[src/rtl/id_hazard_ctrl.sv]
// ID-stage hazard controller: per-register in-flight write scoreboard with
// RUN/STALL tracking, pipeline flush, stall statistics and sticky error flags.
module id_hazard_ctrl #(
    parameter int unsigned CNT_W        = 2,
    parameter int unsigned MAX_INFLIGHT = 3,
    parameter int unsigned PERF_W       = 16
) (
    input  logic              clk,
    input  logic              rst,
    input  logic              id_valid,
    input  logic [31:0]       id_instr,
    input  logic [8:0]        id_ctrl,
    input  logic              wb_reg_write,
    input  logic [4:0]        wb_write_reg,
    input  logic              flush,
    output logic              pc_write,
    output logic              ifid_write,
    output logic              idex_bubble,
    output logic              stalled,
    output logic [4:0]        hazard_reg,
    output logic [PERF_W-1:0] stall_cycles,
    output logic [PERF_W-1:0] stall_events,
    output logic              sb_overflow,
    output logic              sb_underflow
);

    typedef enum logic {RUN, STALL} state_e;

    state_e             state_q, state_d;
    logic [CNT_W-1:0]   cnt_q [32];
    logic [CNT_W-1:0]   cnt_d [32];
    logic [PERF_W-1:0]  stall_cycles_q, stall_cycles_d;
    logic [PERF_W-1:0]  stall_events_q, stall_events_d;
    logic               sb_overflow_q, sb_overflow_d;
    logic               sb_underflow_q, sb_underflow_d;

    logic [5:0] opcode;
    logic [4:0] rs, rt, rd, dest;
    logic       use_rs, use_rt, rs_hit, rt_hit, hazard, stall, issue, dest_valid;
    logic       unused_bits;

    assign opcode      = id_instr[31:26];
    assign rs          = id_instr[25:21];
    assign rt          = id_instr[20:16];
    assign rd          = id_instr[15:11];
    assign unused_bits = ^{id_ctrl[7:6], id_ctrl[4:0], id_instr[10:0]};

    always_comb begin
        use_rs = 1'b0;
        use_rt = 1'b0;
        case (opcode)
            6'h00, 6'h04, 6'h2B: begin use_rs = 1'b1; use_rt = 1'b1; end
            6'h23, 6'h08:        use_rs = 1'b1;
            default:             ;
        endcase
    end

    always_comb begin
        dest       = id_ctrl[8] ? rd : rt;
        dest_valid = id_ctrl[5] && (dest != 5'd0);
        rs_hit     = use_rs && (rs != 5'd0) && (cnt_q[rs] != '0);
        rt_hit     = use_rt && (rt != 5'd0) && (cnt_q[rt] != '0);
        hazard     = id_valid && (rs_hit || rt_hit);
        stall      = hazard && !flush;
        issue      = id_valid && !stall && !flush;
    end

    // Scoreboard: an increment and decrement on the same register cancel,
    // including the saturated and empty cases, so neither error flag fires then.
    always_comb begin
        logic inc, dec;
        sb_overflow_d  = sb_overflow_q;
        sb_underflow_d = sb_underflow_q;
        for (int unsigned i = 0; i < 32; i++) begin
            cnt_d[i] = cnt_q[i];
            inc = issue && dest_valid && (dest == 5'(i));
            dec = wb_reg_write && (wb_write_reg != 5'd0) && (wb_write_reg == 5'(i));
            if (flush) begin
                cnt_d[i] = '0;
            end else if (inc && !dec) begin
                if (cnt_q[i] == CNT_W'(MAX_INFLIGHT)) sb_overflow_d = 1'b1;
                else cnt_d[i] = cnt_q[i] + CNT_W'(1);
            end else if (dec && !inc) begin
                if (cnt_q[i] == '0) sb_underflow_d = 1'b1;
                else cnt_d[i] = cnt_q[i] - CNT_W'(1);
            end
        end
    end

    always_comb begin
        stall_cycles_d = stall_cycles_q;
        stall_events_d = stall_events_q;
        if (stall && (stall_cycles_q != '1))
            stall_cycles_d = stall_cycles_q + PERF_W'(1);
        if (stall && (state_q == RUN) && (stall_events_q != '1))
            stall_events_d = stall_events_q + PERF_W'(1);
    end

    always_comb begin
        state_d = state_q;
        case (state_q)
            RUN:     if (stall)  state_d = STALL;
            STALL:   if (!stall) state_d = RUN;
            default: state_d = RUN;
        endcase
    end

    always_ff @(posedge clk) begin
        if (rst) begin
            state_q        <= RUN;
            stall_cycles_q <= '0;
            stall_events_q <= '0;
            sb_overflow_q  <= 1'b0;
            sb_underflow_q <= 1'b0;
            for (int unsigned i = 0; i < 32; i++) cnt_q[i] <= '0;
        end else begin
            state_q        <= state_d;
            stall_cycles_q <= stall_cycles_d;
            stall_events_q <= stall_events_d;
            sb_overflow_q  <= sb_overflow_d;
            sb_underflow_q <= sb_underflow_d;
            for (int unsigned i = 0; i < 32; i++) cnt_q[i] <= cnt_d[i];
        end
    end

    always_comb begin
        pc_write     = !stall;
        ifid_write   = !stall;
        idex_bubble  = stall || flush;
        stalled      = (state_q == STALL);
        hazard_reg   = stall ? (rs_hit ? rs : rt) : 5'd0;
        stall_cycles = stall_cycles_q;
        stall_events = stall_events_q;
        sb_overflow  = sb_overflow_q;
        sb_underflow = sb_underflow_q;
    end

endmodule

[config.mk]
export PLATFORM = sky130hd
export DESIGN_NAME = id_hazard_ctrl
export DESIGN_NICKNAME = d
export VERILOG_FILES = /design/src/rtl/id_hazard_ctrl.sv
export SDC_FILE = /design/constraint.sdc
export NUM_CORES = 1
export LEC_CHECK = 0
export ABC_AREA = 1
export CORE_ASPECT_RATIO = 0.6
export CORE_MARGIN = 5
export CORE_UTILIZATION = 55
export CTS_CLUSTER_SIZE = 28
export DETAILED_ROUTE_END_ITERATION = 6
export DONT_BUFFER_PORTS = 1
export PLACE_DENSITY = 0.7
export SKIP_LAST_GASP = 1
export SLEW_MARGIN = 10
export SYNTH_ARGS = -nofsm -noshare
export SYNTH_HDL_FRONTEND = slang
export SYNTH_SLANG_ARGS = --single-unit
[constraint.sdc]
create_clock -name clk -period 3.3 [get_ports clk]
set_input_delay 0.33 -clock clk [delete_from_list [all_inputs] [get_ports clk]]
set_output_delay 0.33 -clock clk [all_outputs]
set_load 0.01 [all_outputs]
==> results of run 1 <==
[stage by stage]
step | instance area [um2] | power [mW] | cells | setup TNS [ns]
floorplan | 8380 | 1.44 | 1317 | 0
global placement | 9050 | 1.49 | 1565 | -0.00119
detailed placement | 9050 | 1.49 | 1565 | -0.00575
CTS | 9370 | 2.63 | 1581 | 0
global route | 9520 | 2.72 | 1582 | -0.234
finish | 9520 | 2.63 | 1582 | 0
[kinds of logic (layout without fill, tap and decap cells)]
family | after synthesis | after routing
AND/OR/NAND/NOR | 585 | 585
XOR/XNOR | 24 | 24
adder cells (fa/ha/maj) | 66 | 66
AO/OA/AOI/OAI | 222 | 222
buffers and inverters | 317 | 384
flip-flops | 99 | 99
other | 2 | 4
[timing repair]
action,in CTS,in global routing
endpoints found under the hold margin,0,0
buffers inserted,0,1
pin swaps,0,4
resized for setup,2,43
setup endpoints to repair,1,4
hold buffers,0,0
[state kept, by name, summed over array words and instances, names as in the netlist]
signal,count
cnt_q,64
sb_overflow,1
sb_underflow,1
stall_cycles,16
stall_events,16
stalled,1
[how the worst max path moves through the flow]
stage                         startpoint                 endpoint
3_5_place_dp   cnt_q[29][0]$_SDFFE_PP0P_  sb_underflow$_SDFF_PP0_
2_1_floorplan               id_instr[17]  sb_underflow$_SDFF_PP0_
6_report       cnt_q[14][1]$_SDFFE_PP0P_  sb_underflow$_SDFF_PP0_
4_1_cts        cnt_q[11][1]$_SDFFE_PP0P_   sb_overflow$_SDFF_PP0_
3_3_place_gp   cnt_q[29][0]$_SDFFE_PP0P_  sb_underflow$_SDFF_PP0_
5_1_grt        cnt_q[29][0]$_SDFFE_PP0P_  sb_underflow$_SDFF_PP0_
[final cells by class]
class,instances,area (um2)
Multi-Input combinational cell,901,5260
Fill cell,1412,5200
Sequential cell,99,1990
Inverter,285,1070
Timing Repair Buffer,83,643
Tap cell,198,248
Clock buffer,9,225
Clock inverter,7,92.6
[cells in the final DEF (no fill, tap or decap), types with 8 or more instances in the layout]
cell type,netlist,layout
a21oi_1,53,53
nor3_1,20,15
nor2_4,20,20
a31oi_1,15,15
o21ai_0,63,62
xor2_1,17,17
inv_2,28,29
nand2_1,218,205
dfxtp_1,99,94
o21ai_1,8,9
o21bai_1,11,11
nand4_1,43,43
buf_4,4,80
inv_1,256,255
a211oi_1,42,42
or2_2,8,8
nand2_2,4,14
o211ai_1,8,8
clkbuf_16,0,9
nor2_1,180,173
ha_1,66,66
nand3_1,67,66
[power breakdown]
part           total (mW)  internal [mW]  leakage, nW  switching [mW]
clock network        1.15          0.611        0.156           0.542
logic               0.274         0.0874         2.96           0.187
registers            1.21           1.20        0.800         0.00610
total                2.63           1.90         3.92           0.735
[worst max-delay path, stage by stage (launching register included)]
cell	delay (ns)
dfxtp_1	0.34
nor2_1	0.21
nand2_1	0.08
o21ai_1	0.10
nand2_1	0.07
nand3_1	0.09
nand2_1	0.07
nand3_1	0.10
nand2_2	0.08
nand2_4	0.07
nand2_4	0.06
nand2_2	0.08
nand2_4	0.07
nor2_8	0.15
nand2_8	0.13
buf_4	0.18
nor2_4	0.09
inv_2	0.04
ha_1	0.20
nand3_2	0.11
nand4_1	0.12
nor3_2	0.18
buf_4	0.14
nand4_1	0.11
nand2_1	0.08
a21oi_1	0.06
[layer usage]
layer / track usage (%) / up-vias
li1: - / 4346
met1: 43.2 / 3890
met2: 37.5 / 368
met3: 8.83 / 22
met4: 4.42 / 0
met5: 0 / -
==> flow_metrics.tcl, run 1 <==
set metrics [dict create \
    grt_pass1_vias 7711 \
    wl_met2_mm 9.68 \
    place.port_buffers 0 \
    syn_area_um2 8370 \
    vias_per_cell 5.45 \
    ff2ff_path_depth 25 \
    r2r_slack_ns 0.18 \
    dieArea_um2 17900 \
    yosysMostFrequentCell "inv_1" \
    ys_seq_elements 99 \
    path_max_fanout 11 \
    async_flop_share_pct 0 \
    tightest_slew_ns 0.659 \
    core-area_um2 14700 \
    synth_commonest_cells "inv_1, nand2_1, nor2_1" \
    crit_arrival_ns 3.36 \
    fin_crit_sh_pct 94.6 \
    overflow 0 \
    crit_path_end_kind "flop" \
    grt_max_degree 31 \
    finalWirelength_mm 25.2 \
    holdWs_ns 0.0366 \
    top_layer "met4" \
    synth-main-ff-cell "dfxtp_1" \
    chipHeight_um 106 \
    synth_top_family_by_area "simple AND/OR/NAND/NOR gates" \
    h-tree-depth 3 \
    muxShareOfSynthArea_pct 0 \
    clkSinkCount 99 \
    synth_fa_ha_area_share_pct 9.86 \
    r2r-end "sb_underflow$_SDFF_PP0_" \
    synth-simple-area-share_pct 32.5 \
    drt-initial-drc-count 862 \
    vdd_drop_max_mv 0.312 \
    drc 0 \
    n_antenna_cell 0 \
    fp.dieW_um 169 \
    start_util_pct 56.9 \
    ys_warn_count 0 \
    synthTopCellsByArea "dfxtp_1, inv_1, ha_1" \
    dr_wl_met3_mm 2.89 \
    start_kind "flop" \
    dr.pass1.iters 7 \
    netlist.area_leader.share_pct 23.7 \
    status "finished, final reports clean" \
    final_nets 1496 \
    ant_nets 0 \
    clk_pin_slew_ns 0.08 \
    wl_met1_mm 12.4 \
    synth_compound_area_share_pct 16.1 \
    power_leakage_nw 3.92 \
    fp-row-count 34 \
    crit_type "reg2reg" \
    gp_congestion 1.00 \
    hp-class "in2reg" \
    seq_area_frac_synth_pct 23.7 \
    drive_above_1_share_pct 15.1 \
    vias 8626 \
    wl_per_cell_um 15.9 \
    pin_count 94 \
    clkLatencyLatePin_ns 0.35 \
    cts-root-buf "clkbuf_16" \
    post-route-worst-setup-slack_ns 0.177 \
    synth_top_cell_by_area "dfxtp_1" \
    maxSlewViolCount 0 \
    layout_min_cycle_time_ns 3.12 \
    finalHoldViolations 0 \
    min_path_cells 1 \
    slew_headroom_pct 55.9 \
    timing.rr.start "cnt_q[14][1]$_SDFFE_PP0P_" \
    grt_pass1_wl_mm 40.5 \
    antenna_found_initial 0 \
    numCtsBuffers 9 \
    synth-edff-count 0 \
    cts_tree "built" \
    cts_max_path_buffers 2 \
    pre_cts_ws_ns -0.00575 \
    synthToLayoutAreaGrowth_pct 13.7 \
    hold_end "stall_cycles[15]$_SDFFE_PP0P_" \
    dpl.hpwl_mm 19.8 \
    hp-start "rst" \
    finalSetupViolations 0 \
    rsz0062_at_grt "true" \
    required_ns 3.54 \
    avgSynthCellArea_um2 6.37 \
    cap_viol_max_count 0 \
    synth.distinct_cells 48 \
    max_clock_freq_mhz 320 \
    p_per_area_nw_per_um2 276 \
    grt_usage_pct 27.8 \
    syn_inst 1315 \
    clock_skew_ns 0.0122 \
    synth_xor_area_share_pct 2.51 \
    final_util_pct 64.7 \
]
Note: power is estimated with default switching activity, not from simulation.
==> inputs of run 2 (changes only) <==
--- a/config.mk
+++ b/config.mk
@@ -6,9 +6,11 @@
 export NUM_CORES = 1
 export LEC_CHECK = 0
 export ABC_AREA = 1
+export CAP_MARGIN = 20
 export CORE_ASPECT_RATIO = 0.6
 export CORE_MARGIN = 5
 export CORE_UTILIZATION = 55
+export CTS_BUF_LIST = sky130_fd_sc_hd__clkbuf_4
 export CTS_CLUSTER_SIZE = 28
 export DETAILED_ROUTE_END_ITERATION = 6
 export DONT_BUFFER_PORTS = 1
==> run 2 against run 1 <==
  * Die area unchanged
  * Clock-buffer cell count unchanged
  * Sequential share of layout area shrank 0.23 points
  * Worst hold slack improved by 0.026 ns
  * Combinational power hardly changed
  * Via count rose by 2.0%
  * Design area is 1.3% higher
  * Critical path depth down 1
  * Core utilization increased by 0.83 points
==> flow_metrics.tcl, run 2 (synthesized netlist as in run 1, its figures left out) <==
set metrics [dict create \
    cts_max_path_buffers 2 \
    path_max_fanout 11 \
    layout_min_cycle_time_ns 3.15 \
    finalWirelength_mm 25.4 \
    required_ns 3.67 \
    final_cell_mix "inv_1, nand2_1, nor2_1" \
    ff2ff_path_depth 24 \
    tightest_slew_ns 0.606 \
    gp_congestion 1.00 \
    clock_skew_ns 0.0264 \
    worstSetupStartpoint "cnt_q[9][0]$_SDFFE_PP0P_" \
    n_antenna_cell 0 \
    maxSlewViolCount 0 \
    cap_viol_max_count 0 \
    crit_arrival_ns 3.52 \
    grt_pass1_wl_mm 40.8 \
    grt_pass1_vias 7819 \
    h-tree-depth 3 \
    chipHeight_um 106 \
    synthToLayoutAreaGrowth_pct 15.2 \
    pin_count 94 \
    largest_register_ffs 64 \
    finalHoldViolations 0 \
    top_register "cnt_q" \
    start_kind "flop" \
    vias 8802 \
    clkLatencyLatePin_ns 0.48 \
    crit_type "reg2reg" \
    layout_commonest_cell "inv_1" \
    slew_headroom_pct 59.5 \
    dieArea_um2 17900 \
    drt-initial-drc-count 844 \
    r2r_slack_ns 0.15 \
    dr.pass1.iters 5 \
    p_per_area_nw_per_um2 231 \
    place.port_buffers 0 \
    holdWs_ns 0.0622 \
    status "finished, final reports clean" \
    grt_max_degree 31 \
    fin_tns_setup_ns 0 \
    final_nets 1524 \
    finalSetupViolations 0 \
    endpoint "sb_underflow$_SDFF_PP0_" \
    start_util_pct 56.9 \
    cts_tree "built" \
    crit_path_end_kind "flop" \
    dpl.hpwl_mm 19.8 \
    drc 0 \
    vdd_drop_max_mv 0.163 \
    numCtsBuffers 9 \
    r2r-end "sb_underflow$_SDFF_PP0_" \
    core-area_um2 14700 \
    timing.rr.start "cnt_q[9][0]$_SDFFE_PP0P_" \
    vias_per_cell 5.47 \
    drive_above_1_share_pct 15.1 \
    fin_crit_sh_pct 95.5 \
    hp-class "in2reg" \
    fp-row-count 34 \
    ant_nets 0 \
    max_clock_freq_mhz 317 \
    wl_per_cell_um 15.8 \
    fp.dieW_um 169 \
    antenna_found_initial 0 \
    cts-root-buf "clkbuf_4" \
    rsz0062_at_grt "true" \
    clk_pin_slew_ns 0.19 \
    grt_usage_pct 27.9 \
    power_leakage_nw 4.03 \
    overflow 0 \
    clkSinkCount 99 \
]
-- run 2: layout make-up --
cell class	instances	area, um2
multi-input cells	901	5250
fillers	1424	5070
flip-flops and latches	99	1990
inverters	285	1070
repair buffers	111	923
well taps	198	248
clock inverters	7	92.6
clock buffers	9	67.6
-- run 2: how the worst min path moves through the flow --
stage | start | cells after the start | endpoint | slack, ns
floorplan | cnt_q[3][0]$_SDFFE_PP0P_ | 2 | cnt_q[3][0]$_SDFFE_PP0P_ | 0.45
global placement | rst | 1 | stall_events[13]$_SDFFE_PP0P_ | 0.40
detailed placement | rst | 1 | stall_events[2]$_SDFFE_PP0P_ | 0.40
CTS | id_valid | 3 | stalled$_SDFF_PP0_ | 0.05
global route | id_valid | 3 | stalled$_SDFF_PP0_ | 0.05
finish | id_valid | 3 | stalled$_SDFF_PP0_ | 0.06
-- run 2: metal layers --
layer,up-vias,global-route usage [%],part of all wire (%)
met4,0,4.48,1.1
li1,4409,-,-
met1,3981,43.4,49
met5,-,0,0
met2,381,37.9,39
met3,31,8.38,12
-- run 2: report_power, final --
part / switching, mW / total [mW] / internal (mW)
registers: 0.00604 / 1.21 / 1.20
logic: 0.187 / 0.277 / 0.0905
clock network: 0.493 / 0.745 / 0.253
total: 0.685 / 2.23 / 1.55
-- run 2: repair_timing --
item,in CTS,in global routing
hold buffers,28,0
hold endpoints to repair,28,0
gates resized for setup,3,44
pin swaps,0,4
endpoints found under the setup margin,2,8
buffers inserted,0,1
-- run 2: metrics by stage --
step / power [mW] / worst slack (ns) / area (um2) / cells / utilization [%]
4_1_cts: 2.23 / -0.0101 / 9500 / 1609 / 64.6
5_1_grt: 2.31 / -0.152 / 9650 / 1610 / 65.5
2_1_floorplan: 1.44 / 0.475 / 8380 / 1317 / -
6_report: 2.23 / 0.148 / 9650 / 1610 / 65.5
3_3_place_gp: 1.49 / -0.00119 / 9050 / 1565 / 61.5
3_5_place_dp: 1.49 / -0.00575 / 9050 / 1565 / 61.5
-- run 2: critical path, stage by stage (launching register included) --
cell and delay [ns]:
dfxtp_1 0.35, or2_4 0.28, nor2_1 0.15, nor3_2 0.06
nor2_1 0.08, nand2_1 0.07, nand3_1 0.10, nand2_2 0.08
nand2_4 0.08, nand2_4 0.06, nand2_2 0.08, nand2_4 0.07
nor2_8 0.15, nand2_8 0.13, buf_4 0.18, nor2_4 0.09
inv_2 0.04, ha_1 0.20, nand3_2 0.11, nand4_1 0.12
nor3_2 0.18, buf_4 0.14, nand4_1 0.11, nand2_1 0.08
a21oi_1 0.06
==> inputs of run 3 (changes only) <==
--- a/config.mk
+++ b/config.mk
@@ -9,12 +9,12 @@
 export CAP_MARGIN = 20
 export CORE_ASPECT_RATIO = 0.6
 export CORE_MARGIN = 5
-export CORE_UTILIZATION = 55
+export CORE_UTILIZATION = 60
 export CTS_BUF_LIST = sky130_fd_sc_hd__clkbuf_4
 export CTS_CLUSTER_SIZE = 28
 export DETAILED_ROUTE_END_ITERATION = 6
 export DONT_BUFFER_PORTS = 1
-export PLACE_DENSITY = 0.7
+export PLACE_DENSITY = 0.76
 export SKIP_LAST_GASP = 1
 export SLEW_MARGIN = 10
 export SYNTH_ARGS = -nofsm -noshare
==> constraint.sdc (replaced) <==
create_clock -name clk -period 3.3 [get_ports clk]
set_input_delay 0.99 -clock clk [delete_from_list [all_inputs] [get_ports clk]]
set_output_delay 0.99 -clock clk [all_outputs]
set_load 0.01 [all_outputs]
==> run 3 against run 2 <==
  * The run now ends with design-rule violations, negative setup slack left
  * Global-route usage up 2.6 points
  * Via count grew 3.1%
  * Setup slack worse by 0.34 ns
  * Critical path depth is 15 lower
  * Worst hold slack improved by 0.44 ns
  * Clock-buffer cell count stayed put
  * Final cell count grew 2.0%
  * Sequential share of layout area is 0.83 points lower
  * Die area fell by 7.7%
  * Critical path type is now in2out
  * Clock power down 0.7%
  * Fmax down 9.8%
==> flow_metrics.tcl, run 3 (synthesized netlist as in run 1, its figures left out) <==
set metrics [dict create \
    path_max_fanout 5 \
    crit_path_end_kind "output port" \
    finalWirelength_mm 26.1 \
    fp.dieW_um 163 \
    status "finished, violations left" \
    drive_above_1_share_pct 22.6 \
    fin_tns_setup_ns -0.883 \
    clkSinkCount 99 \
    hp-class "reg2reg" \
    grt_pass1_vias 8076 \
    vdd_drop_max_mv 0.153 \
    layout_min_cycle_time_ns 3.49 \
    grt_max_degree 31 \
    holdWs_ns 0.499 \
    grt_pass1_wl_mm 40.3 \
    required_ns 2.31 \
    post-route-worst-setup-slack_ns -0.195 \
    wl_per_cell_um 15.9 \
    rsz0062_at_grt "true" \
    crit_type "in2out" \
    r2r_slack_ns 0.14 \
    start_kind "input pin" \
    dieArea_um2 16500 \
    ant_nets 0 \
    place.port_buffers 0 \
    top_register "cnt_q" \
    clkLatencyLatePin_ns 0.48 \
    largest_register_ffs 64 \
    h-tree-depth 3 \
    vias_per_cell 5.53 \
    grt_usage_pct 30.5 \
    power_leakage_nw 4.24 \
    violations "design-rule violations, negative setup slack" \
    cts-root-buf "clkbuf_4" \
    synthToLayoutAreaGrowth_pct 21.7 \
    overflow 0 \
    dr.pass1.iters 7 \
    gp_congestion 0.977 \
    vias 9077 \
    chipHeight_um 102 \
    cap_viol_max_count 0 \
    slew_headroom_pct 66.4 \
    dpl.hpwl_mm 20.0 \
    antenna_found_initial 1 \
    max_clock_freq_mhz 286 \
    drc 1 \
    cts_tree "built" \
    fp-row-count 33 \
    fin_crit_sh_pct 106 \
    layout_commonest_cell "inv_1" \
    cts_max_path_buffers 2 \
    fillers 1111 \
    tightest_slew_ns 0.503 \
    pin_count 94 \
    core-area_um2 13700 \
    maxSlewViolCount 0 \
    finalSetupViolations 7 \
    final_cell_mix "inv_1, nand2_1, nor2_1" \
    clock_skew_ns 0.0172 \
    crit_arrival_ns 2.50 \
    clk_pin_slew_ns 0.18 \
    numCtsBuffers 9 \
    drt-initial-drc-count 1022 \
    start_util_pct 61.3 \
    finalHoldViolations 0 \
    p_per_area_nw_per_um2 224 \
    final_nets 1561 \
]
==> run 3: changes by cell type in the layout (fill, tap and decap cells not counted), moves of 6 or more <==
| cell | previous run | this run |
|---|---|---|
| dfxtp_2 | 8 | 24 |
| buf_4 | 80 | 140 |
| nor2_1 | 173 | 167 |
| dlygate4sd3_1 | 28 | 0 |
| nand2_1 | 206 | 198 |
| dfxtp_1 | 91 | 73 |
==> run 3: worst paths after layout <==
path	depth (start not counted)	to	start
setup / recovery	9	hazard_reg[3]	id_instr[27]
hold / removal	2	cnt_q[7][1]$_SDFFE_PP0P_	cnt_q[7][1]$_SDFFE_PP0P_
setup reg to reg	28	sb_underflow$_SDFF_PP0_	cnt_q[16][1]$_SDFFE_PP0P_
hold reg to reg	2	cnt_q[7][1]$_SDFFE_PP0P_	cnt_q[7][1]$_SDFFE_PP0P_
==> run 3: layout make-up <==
type                    count  area (um2)  area share (%)
inverters                 285        1100            10.8
flip-flops and latches     99        2020            19.8
multi-input cells         901        5490            53.9
repair buffers            148        1180            11.6
clock inverters             7        92.6           0.909
clock buffers               9        67.6           0.663
well taps                 192         240            2.36
diodes                      1        2.50          0.0246
==> run 3: where the power goes <==
part	internal (mW)	total (mW)	switching (mW)
clock	0.253	0.740	0.487
sequential	1.20	1.21	0.00656
combinational	0.125	0.332	0.208
total	1.58	2.28	0.701
==> run 3: what timing repair did <==
action,4_1_cts,5_1_grt
hold buffers,0,0
pin swaps,9,16
buffers inserted,5,10
endpoints found under the setup margin,8,12
gates cloned,0,0
resized for setup,29,75
==> run 3: critical path, cell delays in order <==
cell,delay (ns)
nor4_4,0.29
nand2_2,0.12
a22oi_2,0.19
nand3_4,0.11
buf_6,0.13
a21oi_4,0.17
nand2_4,0.08
buf_12,0.16
a211oi_4,0.26
==> run 3: through the flow <==
| step | cell area, um2 | util, % | worst slack [ns] | cells | power (mW) |
|---|---|---|---|---|---|
| floorplan | 8550 | - | -0.131 | 1317 | 1.45 |
| global placement | 9580 | 70.1 | -0.407 | 1610 | 1.53 |
| detailed placement | 9580 | 70.1 | -0.442 | 1610 | 1.53 |
| CTS | 9870 | 72.2 | -0.142 | 1631 | 2.28 |
| global route | 10200 | 74.5 | -0.289 | 1642 | 2.37 |
| finish | 10200 | 74.5 | -0.195 | 1642 | 2.28 |
==> run 3: metal layers <==
layer	vias up	share of wire [%]	global-route usage, %
met1	4127	45	44.0
met5	-	0	0
li1	4478	-	-
met4	0	1.5	6.69
met3	47	12	8.70
met2	425	42	45.4
